$ cat src/rtl/riscv_ctrl_pkg.sv
// Shared encodings for the multi-cycle RV32I control path.
// States, opcodes and the mux/ALU select codes driven by the sequencer.
package riscv_ctrl_pkg;

    typedef enum logic [3:0] {
        S_FETCH,
        S_DECODE,
        S_MEMADR,
        S_MEMREAD,
        S_MEMWB,
        S_MEMWRITE,
        S_EXEC_R,
        S_EXEC_I,
        S_ALUWB,
        S_BRANCH,
        S_JAL,
        S_JALR,
        S_JALR_LINK,
        S_LUI,
        S_AUIPC,
        S_ILLEGAL
    } state_t;

    localparam logic [6:0] OP_LOAD   = 7'd3;
    localparam logic [6:0] OP_IMM    = 7'd19;
    localparam logic [6:0] OP_AUIPC  = 7'd23;
    localparam logic [6:0] OP_STORE  = 7'd35;
    localparam logic [6:0] OP_R      = 7'd51;
    localparam logic [6:0] OP_LUI    = 7'd55;
    localparam logic [6:0] OP_BRANCH = 7'd99;
    localparam logic [6:0] OP_JALR   = 7'd103;
    localparam logic [6:0] OP_JAL    = 7'd111;

    localparam logic [2:0] ALU_ADD   = 3'd0;
    localparam logic [2:0] ALU_SUB   = 3'd1;
    localparam logic [2:0] ALU_AND   = 3'd2;
    localparam logic [2:0] ALU_OR    = 3'd3;
    localparam logic [2:0] ALU_XOR   = 3'd4;
    localparam logic [2:0] ALU_SLL   = 3'd5;
    localparam logic [2:0] ALU_SRL   = 3'd6;
    localparam logic [2:0] ALU_PASSB = 3'd7;

    localparam logic [2:0] IMM_I = 3'd0;
    localparam logic [2:0] IMM_B = 3'd1;
    localparam logic [2:0] IMM_U = 3'd2;
    localparam logic [2:0] IMM_J = 3'd3;
    localparam logic [2:0] IMM_S = 3'd4;

    localparam logic [1:0] RES_ALUOUT = 2'd0;
    localparam logic [1:0] RES_MEM    = 2'd1;
    localparam logic [1:0] RES_ALU    = 2'd2;

    localparam logic [1:0] SRCA_PC    = 2'd0;
    localparam logic [1:0] SRCA_OLDPC = 2'd1;
    localparam logic [1:0] SRCA_RS1   = 2'd2;

    localparam logic [1:0] SRCB_RS2  = 2'd0;
    localparam logic [1:0] SRCB_IMM  = 2'd1;
    localparam logic [1:0] SRCB_FOUR = 2'd2;

endpackage

$ cat src/rtl/multicycle_control_alu_decoder.sv
// Combinational instruction-field decoder: R/I-type ALU operation
// and a legality flag covering every supported encoding.
module alu_decoder
    import riscv_ctrl_pkg::*;
(
    input  logic [6:0] op,
    input  logic [2:0] funct3,
    input  logic       funct7_5,
    output logic [2:0] alu_ctrl,
    output logic       legal
);

    always_comb begin
        alu_ctrl = ALU_ADD;
        legal    = 1'b0;
        case (op)
            OP_R: begin
                case (funct3)
                    3'd0: begin
                        legal    = 1'b1;
                        alu_ctrl = funct7_5 ? ALU_SUB : ALU_ADD;
                    end
                    3'd6: begin
                        legal    = !funct7_5;
                        alu_ctrl = ALU_OR;
                    end
                    3'd7: begin
                        legal    = !funct7_5;
                        alu_ctrl = ALU_AND;
                    end
                    default: ;
                endcase
            end
            OP_IMM: begin
                case (funct3)
                    3'd0: begin
                        legal    = 1'b1;
                        alu_ctrl = ALU_ADD;
                    end
                    3'd1: begin
                        legal    = 1'b1;
                        alu_ctrl = ALU_SLL;
                    end
                    3'd4: begin
                        legal    = 1'b1;
                        alu_ctrl = ALU_XOR;
                    end
                    3'd5: begin
                        legal    = 1'b1;
                        alu_ctrl = ALU_SRL;
                    end
                    3'd7: begin
                        legal    = 1'b1;
                        alu_ctrl = ALU_AND;
                    end
                    default: ;
                endcase
            end
            OP_BRANCH: legal = (funct3 == 3'd0) || (funct3 == 3'd1);
            OP_JALR:   legal = (funct3 == 3'd0);
            OP_LOAD, OP_STORE, OP_JAL,
            OP_LUI, OP_AUIPC: legal = 1'b1;
            default: ;
        endcase
    end

endmodule

$ cat src/rtl/multicycle_control.sv
// Multi-cycle sequencer: one state per cycle, shared ALU and memory,
// sticky illegal-encoding flag and retired-instruction counter.
module multicycle_control
    import riscv_ctrl_pkg::*;
#(
    parameter int CNT_W = 32
) (
    input  logic             clk,
    input  logic             rst_n,
    input  logic [6:0]       op,
    input  logic [2:0]       funct3,
    input  logic             funct7_5,
    input  logic             zero,
    input  logic             mem_ready,
    output logic             mem_req,
    output logic             mem_write,
    output logic             adr_src,
    output logic             ir_write,
    output logic             pc_write,
    output logic             reg_write,
    output logic [1:0]       result_src,
    output logic [1:0]       alu_src_a,
    output logic [1:0]       alu_src_b,
    output logic [2:0]       imm_src,
    output logic [2:0]       alu_ctrl,
    output logic             retire,
    output logic [CNT_W-1:0] retired_count,
    output logic             illegal
);

    state_t state_q, state_d;
    logic [CNT_W-1:0] cnt_q, cnt_d;
    logic illegal_q, illegal_d;

    logic [2:0] dec_alu;
    logic       dec_legal;

    logic       c_mem_req, c_mem_write, c_adr_src;
    logic       c_ir_write, c_pc_write, c_reg_write;
    logic [1:0] c_result_src, c_src_a, c_src_b;
    logic [2:0] c_imm_src, c_alu_ctrl;
    logic       c_retire;

    alu_decoder u_alu_dec (
        .op       (op),
        .funct3   (funct3),
        .funct7_5 (funct7_5),
        .alu_ctrl (dec_alu),
        .legal    (dec_legal)
    );

    always_ff @(posedge clk or negedge rst_n) begin
        if (!rst_n) begin
            state_q   <= S_FETCH;
            cnt_q     <= '0;
            illegal_q <= 1'b0;
        end else begin
            state_q   <= state_d;
            cnt_q     <= cnt_d;
            illegal_q <= illegal_d;
        end
    end

    always_comb begin
        state_d      = state_q;
        c_mem_req    = 1'b0;
        c_mem_write  = 1'b0;
        c_adr_src    = 1'b0;
        c_ir_write   = 1'b0;
        c_pc_write   = 1'b0;
        c_reg_write  = 1'b0;
        c_result_src = RES_ALUOUT;
        c_src_a      = SRCA_PC;
        c_src_b      = SRCB_RS2;
        c_imm_src    = IMM_I;
        c_alu_ctrl   = ALU_ADD;
        c_retire     = 1'b0;
        unique case (state_q)
            S_FETCH: begin
                c_mem_req = 1'b1;
                if (mem_ready) begin
                    c_ir_write   = 1'b1;
                    c_pc_write   = 1'b1;
                    c_src_b      = SRCB_FOUR;
                    c_result_src = RES_ALU;
                    state_d      = S_DECODE;
                end
            end
            S_DECODE: begin
                // Speculative branch/JAL target lands in ALUOut
                c_src_a   = SRCA_OLDPC;
                c_src_b   = SRCB_IMM;
                c_imm_src = (op == OP_JAL) ? IMM_J : IMM_B;
                if (!dec_legal)
                    state_d = S_ILLEGAL;
                else if (op == OP_LOAD || op == OP_STORE)
                    state_d = S_MEMADR;
                else if (op == OP_R)
                    state_d = S_EXEC_R;
                else if (op == OP_IMM)
                    state_d = S_EXEC_I;
                else if (op == OP_BRANCH)
                    state_d = S_BRANCH;
                else if (op == OP_JAL)
                    state_d = S_JAL;
                else if (op == OP_JALR)
                    state_d = S_JALR;
                else if (op == OP_LUI)
                    state_d = S_LUI;
                else if (op == OP_AUIPC)
                    state_d = S_AUIPC;
                else
                    state_d = S_ILLEGAL;
            end
            S_MEMADR: begin
                c_src_a   = SRCA_RS1;
                c_src_b   = SRCB_IMM;
                c_imm_src = (op == OP_LOAD) ? IMM_I : IMM_S;
                state_d   = (op == OP_LOAD) ? S_MEMREAD : S_MEMWRITE;
            end
            S_MEMREAD: begin
                c_mem_req = 1'b1;
                c_adr_src = 1'b1;
                if (mem_ready)
                    state_d = S_MEMWB;
            end
            S_MEMWB: begin
                c_result_src = RES_MEM;
                c_reg_write  = 1'b1;
                c_retire     = 1'b1;
                state_d      = S_FETCH;
            end
            S_MEMWRITE: begin
                c_mem_req   = 1'b1;
                c_mem_write = 1'b1;
                c_adr_src   = 1'b1;
                if (mem_ready) begin
                    c_retire = 1'b1;
                    state_d  = S_FETCH;
                end
            end
            S_EXEC_R: begin
                c_src_a    = SRCA_RS1;
                c_src_b    = SRCB_RS2;
                c_alu_ctrl = dec_alu;
                state_d    = S_ALUWB;
            end
            S_EXEC_I: begin
                c_src_a    = SRCA_RS1;
                c_src_b    = SRCB_IMM;
                c_alu_ctrl = dec_alu;
                state_d    = S_ALUWB;
            end
            S_ALUWB: begin
                c_reg_write = 1'b1;
                c_retire    = 1'b1;
                state_d     = S_FETCH;
            end
            S_BRANCH: begin
                c_src_a    = SRCA_RS1;
                c_src_b    = SRCB_RS2;
                c_alu_ctrl = ALU_SUB;
                c_pc_write = (funct3 == 3'd0) ? zero : !zero;
                c_retire   = 1'b1;
                state_d    = S_FETCH;
            end
            S_JAL, S_JALR_LINK: begin
                // PC takes ALUOut target while ALU forms OldPC+4 link
                c_src_a    = SRCA_OLDPC;
                c_src_b    = SRCB_FOUR;
                c_pc_write = 1'b1;
                state_d    = S_ALUWB;
            end
            S_JALR: begin
                c_src_a = SRCA_RS1;
                c_src_b = SRCB_IMM;
                state_d = S_JALR_LINK;
            end
            S_LUI: begin
                c_src_b    = SRCB_IMM;
                c_imm_src  = IMM_U;
                c_alu_ctrl = ALU_PASSB;
                state_d    = S_ALUWB;
            end
            S_AUIPC: begin
                c_src_a   = SRCA_OLDPC;
                c_src_b   = SRCB_IMM;
                c_imm_src = IMM_U;
                state_d   = S_ALUWB;
            end
            S_ILLEGAL: state_d = S_ILLEGAL;
        endcase
    end

    always_comb begin
        cnt_d     = cnt_q + {{(CNT_W-1){1'b0}}, c_retire};
        illegal_d = illegal_q | (state_d == S_ILLEGAL);
    end

    // Reset held low suppresses every strobe, even though state is FETCH
    assign mem_req       = rst_n & c_mem_req;
    assign mem_write     = rst_n & c_mem_write;
    assign adr_src       = rst_n & c_adr_src;
    assign ir_write      = rst_n & c_ir_write;
    assign pc_write      = rst_n & c_pc_write;
    assign reg_write     = rst_n & c_reg_write;
    assign result_src    = rst_n ? c_result_src : 2'd0;
    assign alu_src_a     = rst_n ? c_src_a : 2'd0;
    assign alu_src_b     = rst_n ? c_src_b : 2'd0;
    assign imm_src       = rst_n ? c_imm_src : 3'd0;
    assign alu_ctrl      = rst_n ? c_alu_ctrl : 3'd0;
    assign retire        = rst_n & c_retire;
    assign retired_count = cnt_q;
    assign illegal       = illegal_q;

endmodule

$ cat config.mk
export PLATFORM = sky130hd
export DESIGN_NAME = multicycle_control
export DESIGN_NICKNAME = d
export VERILOG_FILES = /design/src/rtl/riscv_ctrl_pkg.sv /design/src/rtl/multicycle_control_alu_decoder.sv /design/src/rtl/multicycle_control.sv
export SDC_FILE = /design/constraint.sdc
export NUM_CORES = 1
export LEC_CHECK = 0
export CORE_UTILIZATION = 44
export CTS_CLUSTER_SIZE = 30
export DETAILED_ROUTE_END_ITERATION = 10
export PLACE_DENSITY = 0.85
export SYNTH_ARGS = -nofsm -noshare
export SYNTH_HDL_FRONTEND = slang
export SYNTH_HIERARCHICAL = 1
export SYNTH_SLANG_ARGS = --single-unit
export TNS_END_PERCENT = 5
$ cat constraint.sdc
create_clock -name clk -period 3.7 [get_ports clk]
set_input_delay 0.925 -clock clk [delete_from_list [all_inputs] [get_ports clk]]
set_output_delay 0.925 -clock clk [all_outputs]
set_load 0.005 [all_outputs]
[Word level (Yosys, flattened, before mapping)]
Index checks and enable logic that the tools add are counted.
Cells by class
  eq/ne operators: 30
  add/sub/neg operators: 1
  magnitude comparators: 0
  multiplexer cells: 43
  reduce and logical (&&, ||, !) cells: 20
  shift-type cells: 0
  bitwise gates (word level): 8
  multiply operators: 0
  div/mod/pow operators: 0
Operator list (count)
  $eq 4x4->1 const B: 9
  $pmux 4 s9: 1
  $add 32x1->32: 1
  $mux 4: 7
  $pmux 3 s3: 3
  $eq 7x6->1 const B: 3
  $eq 7x7->1 const B: 3
  $mux 3: 7
  $eq 4x3->1 const B: 4
  $reduce_or 5->1: 3
  $eq 7x5->1 const B: 2
  $eq 3x3->1 const B: 4
  $mux 2: 6
  $pmux 3 s4: 1
  $reduce_or 2->1: 6
  $reduce_or 6->1: 2
  $mux 1: 10
  $eq 4x2->1 const B: 2
  $pmux 2 s2: 2
  $and 1x1->1: 7
  $eq 7x2->1 const B: 1
  $pmux 2 s3: 1
  $pmux 3 s2: 1
  $reduce_or 3->1: 2
  11 further kinds: 14
Word-level totals
  memory bits (read-only): 0
  bits in latches: 0
  bits in registers: 37
  input bits: 15
  logic and storage cells: 105
  bits in writable memories: 0
  memories kept: 0
  output and inout bits: 52

[Longest topological paths before layout]
Gate-level depths: netlist of run 1.
  word-level depth: 13
  mapped depth: 11
  gate-level depth less buffers: 9

[By module]
Netlist of run 1, hierarchy kept.
Modules (own cells, without submodules)
  multicycle_control: times used 1, area an instance 2128.3 um^2, cells each 229, sequential area each 925.9 um^2
  alu_decoder: times used 1, area an instance 177.7 um^2, cells each 23, sequential area each 0.0 um^2

[Worst setup path before layout of run 1]
Ideal clock, no wire load.
  path kind: input port to output port
  from: in funct3[0]
  to: out alu_ctrl[0]
  arrival: 1.745 ns
  stages: 5
  data required time: 2.775 ns
  setup slack: 1.030 ns
  path buffers: 0
  cell sequence: nand3b_1 > a211o_1 > a21oi_2 > nand3_1 > a21boi_0
Between the ends
  longest elaborated chain between the ends: 5
  elaborated cells on any way between the ends: 11
  classes of those cells: eq/ne (5); mux (5); reduce/logical (1)
Ends and longest elaborated chain
  start: declaration: line multicycle_control.sv:11  | input logic [2:0] funct3,
  $eq 3x3->1 (tied with other cells): line multicycle_control_alu_decoder.sv:18, multicycle_control_alu_decoder.sv:35
  $pmux 3 s4 / $pmux 3 s3 (equally long branches): line multicycle_control_alu_decoder.sv:35, multicycle_control_alu_decoder.sv:18
  $pmux 3 s2 (*): line multicycle_control_alu_decoder.sv:16  | case (op)
  net dec_alu[0]: line multicycle_control.sv:35  | logic [2:0] dec_alu;
  $pmux 3 s3 (*): line multicycle_control.sv:78  | unique case (state_q)
  $mux 3 (*): line multicycle_control.sv:211  | assign alu_ctrl = rst_n ? c_alu_ctrl : 3'd0;
  end: declaration: line multicycle_control.sv:25  | output logic [2:0] alu_ctrl,
Mark *: on every way through the listed nets, which the timed path passes. The rest lies on a longest branch.

[Worst setup path after layout of run 1]
  from: in op[3]
  to: out alu_ctrl[1]
Between the ends
  longest elaborated chain between the ends: 4
  elaborated cells on any way between the ends: 5
  classes of those cells: eq/ne (2); mux (3)
Ends and longest elaborated chain
  start: declaration: line multicycle_control.sv:10  | input logic [6:0] op,
  $eq 7x5->1 / $eq 7x6->1 (equally long branches): line multicycle_control_alu_decoder.sv:16
  $pmux 3 s2 (*): line multicycle_control_alu_decoder.sv:16
  net dec_alu[1]: line multicycle_control.sv:35
  $pmux 3 s3 (*): line multicycle_control.sv:78
  $mux 3 (*): line multicycle_control.sv:211
Marks and branches as above.

==> metrics.txt, run 1 <==
share of cells above drive strength 1=0.1168; max_slew headroom=0.6914; syn nets=approximately 270; Num CTS Buffers=5; vias in the first global route=approximately 1900; DP Cell Count=393; Max Cap Viol=0; CP Class=input port to output port; Critical Path RT=about 2800 ps; EDFF count, synth=0; final weighted congestion in routability-driven placement=0.8771; synth top area cells=dfrtp_1 (40%), xnor2_1 (8.4%), xor2_1 (4.6%), nand3_1 (3.5%), nor2_1 (3.4%); Avg Synthesized Cell Area=a little over 9 sq um; non-filler cells, final=401; IR drop worst, VDD=about 360 uV; n_diodes=0; sequential area share after synthesis=0.4015; Layout fillers=about 420; Yosys top cell by area=dfrtp_1; Initial DRC Count=149; # clock sinks=37; final instance area=3266 sq um; WL final=5.641 mm; nets@finish=350; ys flop type=dfrtp_1; Final period util=0.9957; critical path startpoint category=input port; drt first pass iters=4; Slew Limit Fails=0; Wirelength per Cell=approximately 14 um; Unique masters post-synth=53; GRT overflow=0; Yosys reg bits=37; Leak=1.423 nW; htree depth=2; starting density of the core=0.4726; I/O pins=67; pwr/cell area=about 450 nW/um^2; DIE AREA=~5500 sq um; Total Power=roughly 1.5 mW; Fin. Hold Viols=0; initial antenna violation count=0; clk slew on worst S/H paths=80 ps; status=complete, no violations; Slew @ Worst Pin=451.2 ps; Fmax=about 270 MHz; port buffer count=66; DR vias=approximately 2200; GRT Overall Usage=0.2066; Die Span X=74.40 um; crit path max fanout=4; Worst Setup End Kind=output port; synthesized instance count=252; Setup-failing EPs final=0; drc violations=0; clk_lat worst skew=around 280 ps; Syn Std Cell Area=2306 sq um; clock root buffer=clkbuf_8; CP arrival=approximately 2800 ps; unrepaired setup endpoints after global routing=yes; area delta synth->final=41.62%; minimum clock period=3684 ps; TritonCTS clock tree=done; Post-DP Area=approximately 3100 sq um; top-count cell post-synth=dfrtp_1; async set-or-reset flop fraction in the synthesized netlist=1.000; first-pass GRT wire length=8.838 mm; Commonest cells post-synth=dfrtp_1 (37), xnor2_1 (22), nor2_1 (21); Layout Skew=about 6.8 ps; vias per cell=between 5 and 6; Die Span Y=74.40 um; post-layout util=0.6692; Detailed Place HPWL=between 4 and 5 mm; Worst Hold Class=register to register; Synth top area share=0.4015; Yosys Warn Count=6; largest net degree at the start of global routing=28; Max Root-Sink Buffers=2; row cnt=25; core area=around 4900 sq um; Antenna Nets Post-Route=0
## final cells by class
cell class / count / area [sq um] / area share
timing repair buffer: 82 / 787.0 / 0.2410
tap: 67 / 83.83 / 0.02567
multi-input combinational: 199 / 1353 / 0.4142
clock buffer: 5 / 68.82 / 0.02107
inverter: 8 / 30.03 / 0.009195
clock inverter: 3 / 17.52 / 0.005364
sequential: 37 / 925.9 / 0.2835
## per-layer routing
layer  GRT usage  vias up  share of wire
met2      0.3223       76           0.49
met1      0.2927     1042           0.46
li1            -     1063              -
met4     0.04612        0         0.0098
met3     0.04743       12          0.040
met5           0        -              0
## critical path, cell delays in order
cell and delay (ps):
clkdlybuf4s50_1 460, and4bb_1 360, nand2b_4 100, a211oi_2 170, nand2_1 90, a21oi_2 150, clkdlybuf4s50_1 510
## sequential cells by signal, indices dropped and copies added (netlist names)
register and flops:
illegal 1, retired_count 32, state_q 4
## path summary, 6_finish.rpt
check | startpoint | end | slack, ps | cells past startpoint
setup / recovery | op[3] | alu_ctrl[1] | 20 | 7
hold / removal | retired_count[31] | retired_count[31] | 470 | 1
setup reg to reg | state_q[2] | retired_count[17] | 710 | 9
hold reg to reg | retired_count[31] | retired_count[31] | 470 | 1
max in group asynchronous | rst_n | retired_count[9] | 2560 | 2
min in group asynchronous | rst_n | retired_count[31] | 780 | 2
## metrics by stage
step / setup WS, ps / TNS [ps] / hold slack [ps]
floorplan: 1030 / 0 / 460.2
global placement: -9.295 / -11.09 / 462.4
detailed placement: -54.01 / -105.4 / 467.4
CTS: -21.88 / -21.88 / 478.2
global route: -32.39 / -84.22 / 493.3
finish: 15.82 / 0 / 471.2
## layout by cell type, fill, tap and decap left out, types with 2 or more instances in the layout
master           count
clkdlybuf4s50_1     59
dfrtp_1             37
xnor2_1             22
nor2_1              21
nand2_1             17
nand3_1             16
buf_4               15
xor2_1              12
nand2b_1             8
o21ai_0              8
and3_1               8
inv_1                7
nand4_1              7
nor3_1               7
nor2b_1              6
a21oi_1              6
o211ai_1             6
and2_1               5
a21boi_0             5
clkbuf_8             5
dlymetal6s2s_1       4
mux2i_1              2
nor3_4               2
or3_1                2
nor3b_1              2
a21oi_2              2
or4_1                2
nor4b_1              2
ha_1                 2
clkinv_2             2
dlygate4sd2_1        2
and4b_1              2
o311ai_1             2
## logic make-up after synthesis
family | synth area share
xor+xnor | 0.1291
flops | 0.4015
mux | 0.008682
buf+inv | 0.02658
fa+ha+maj | 0.01085
compound gates | 0.1188
simple gates | 0.3044
## power breakdown
group	internal [mW]	switching (mW)
sequential	0.463	0.102
clock	0.130	0.143
combinational	0.326	0.300
## repair_timing
item	CTS	global route
setup buffers	0	0
resized for setup	4	11
endpoints found under the setup margin	3	6
pin swaps	1	2
hold buffers	0	0
Note: power is estimated with default switching activity, not from simulation.
==> inputs of run 2 (changes only) <==
- PLACE_DENSITY: 0.85 -> not set
- PLACE_DENSITY_LB_ADDON: not set -> 0.25
- TNS_END_PERCENT: 5 -> 1
==> run 2 against run 1 <==
Net effect: cell count decreased by 0.75%; wire length is 5.9% lower; utilization fell by 0.44 points; die area stayed put; design area is 0.65% lower; non-clock buffer count fell by 2; clock power hardly changed; combinational power shrank 3%; total power is 1.2% lower; first-iteration DRC count grew 10%; critical path depth down 2; highest routed layer unchanged; worst hold slack worse by 1.3 ps; largest cell class unchanged.
==> metrics.txt, run 2 (synthesis gave the netlist of run 1 again) <==
status=complete, no violations; Slew @ Worst Pin=479.2 ps (+27.99 ps); Detailed Place HPWL=4.075 mm (-4.2%); clock root buffer=clkbuf_8; Critical Path RT=2770 ps (about the same); area of the multi-input gates=1338 sq um (-1.1%); fin worst setup slack=108.4 ps (+92.61 ps); Final period util=0.9707 (-0.02503); DR vias=2146 (-2.1%); post-layout util=0.6649 (-0.004359); critical path, cell by cell=clkdlybuf4s50_1 -> nand4bb_1 -> or3_1 -> o211a_1 -> clkdlybuf4s50_1; area delta synth->final=40.69%; max_slew headroom=0.6805 (-0.01088); GR Layer Usage met2=0.3103 (-0.01201); n_diodes=0 (unchanged); Clk pwr share=0.189 (+0.002); Initial DRC Count=164 (+10%); Setup-failing EPs final=0 (unchanged); P_int=0.9349 mW (+1.7%); Net Sw Frac=0.3540 (-0.01839); share of cells above drive strength 1=0.1027 (-0.01405); TritonCTS clock tree=done; vias per cell=5.392 (-1.4%); Fmax=278.4 MHz (+2.6%); starting density of the core=0.4726 (unchanged); vias in the first global route=1907 (+0.26%); max reg flops=32 (unchanged); nets@finish=348 (-0.57%); final setup TNS=0 ps (unchanged); htree depth=2 (unchanged); WL final=5.309 mm (-5.9%); slowest stage delay, CP=440 ps (-70 ps); grt met3 use=0.04201 (-0.005420); Max Cap Viol=0 (unchanged); # clock sinks=37 (unchanged); Worst Setup End Kind=output port; Antenna Nets Post-Route=0 (unchanged); clk_lat worst skew=280 ps (about the same); Top cell by count, worst path=clkdlybuf4s50_1; non-filler cells, final=398 (-0.75%); IR drop worst, VDD=219.1 uV (-39%); pre-CTS setup slack=-49.44 ps (+4.563 ps); Num CTS Buffers=5 (unchanged); unrepaired setup endpoints after global routing=no; final weighted congestion in routability-driven placement=0.8479 (-3.3%); Die Span X=74.40 um (unchanged); clk slew on worst S/H paths=70 ps (about the same); worst reg2reg path depth=9 (unchanged); Worst Hold Class=register to register; pwr/cell area=446.0 nW/um^2 (-0.51%); commonest non-fill, non-tap cells in the layout=clkdlybuf4s50_1 (57), dfrtp_1 (37), xnor2_1 (22); Slew Limit Fails=0 (unchanged); Wirelength per Cell=13.34 um (-5.2%); core area=4880 sq um (unchanged); Fin. Hold Viols=0 (unchanged); largest net degree at the start of global routing=23 (-18%); drc violations=0 (unchanged); register area=925.9 sq um (unchanged); DP Cell Count=391 (-0.51%); GRT overflow=0 (unchanged); hold path depth=1 (unchanged); minimum clock period=3592 ps (-92.61 ps); met1 global-route usage=0.2839 (-0.008764); Die Span Y=74.40 um (unchanged); I/O pins=67 (unchanged); Leak=1.428 nW (+0.40%); GR peak layer=met2; Layout Skew=5.162 ps (-1.615 ps); Sequential Power Share=0.391 (+0.005); critical path startpoint category=input port; drt first pass iters=4 (unchanged); GRT Overall Usage=0.2002 (-0.006469); Layout fillers=439 (+4.0%); first-pass GRT wire length=8.631 mm (-2.3%); P_sw=0.5122 mW (-6.0%); CP Class=input port to output port; DIE AREA=5535 sq um (unchanged); initial antenna violation count=0 (unchanged); commonest non-fill, non-tap cell in the layout=clkdlybuf4s50_1; crit path max fanout=3 (-1); Max Root-Sink Buffers=2 (unchanged); Gate power share=0.420 (-0.007); Crit-path slowest cell=clkdlybuf4s50_1; row cnt=25 (unchanged); port buffer count=66 (unchanged); CP arrival=2670 ps (-90 ps)
==> run 2: repair_timing <==
| action | CTS | global route |
|---|---|---|
| resized for setup | 2 | 12 |
| hold buffers | 0 | 0 |
| pin swaps | 1 | 4 |
| setup buffers | 0 | 0 |
| endpoints found under the setup margin | 3 | 5 |
==> run 2: per-layer routing <==
metal	part of all wire	vias to the layer above	routed length, um
li1	-	1057	-
met1	0.47	1019	2500
met2	0.47	59	2510
met3	0.040	11	213
met4	0.016	0	85
met5	0	-	0
==> run 2: cell type report <==
class,count,area share
repair buffers,80,0.2406
well taps,67,0.02584
flip-flops and latches,37,0.2854
clock buffers,7,0.02661
multi-input cells,199,0.4123
inverters,8,0.009256
==> run 2: metrics by stage <==
stage          hold slack (ps)  cell area [sq um]  total power [mW]
3_3_place_gp             461.9               3119             1.169
3_5_place_dp             462.5               3119             1.179
6_report                 469.9               3244             1.447
4_1_cts                  475.9               3206             1.456
5_1_grt                  499.1               3244             1.555
2_1_floorplan            460.2               2306            0.8964
==> run 2: final timing paths <==
check | to | from | slack (ps)
hold reg to reg | retired_count[31] | retired_count[31] | 470
hold / removal | retired_count[31] | retired_count[31] | 470
min in group asynchronous | retired_count[12] | rst_n | 810
max in group asynchronous | retired_count[4] | rst_n | 2640
setup reg to reg | retired_count[17] | state_q[2] | 800
setup / recovery | imm_src[2] | op[3] | 110
==> run 2: power groups by stage <==
stage / Combinational (mW) / Sequential, mW / Clock [mW]
detailed placement: 0.609 / 0.570 / 0
global route: 0.674 / 0.578 / 0.303
CTS: 0.611 / 0.563 / 0.282
global placement: 0.599 / 0.570 / 0
floorplan: 0.371 / 0.526 / 0
finish: 0.608 / 0.566 / 0.273
==> run 2: worst max-delay path, delay by kind of cell <==
family	cells	cell delay (ps)
compound gates	1	240
simple gates	2	630
buf+inv	2	860
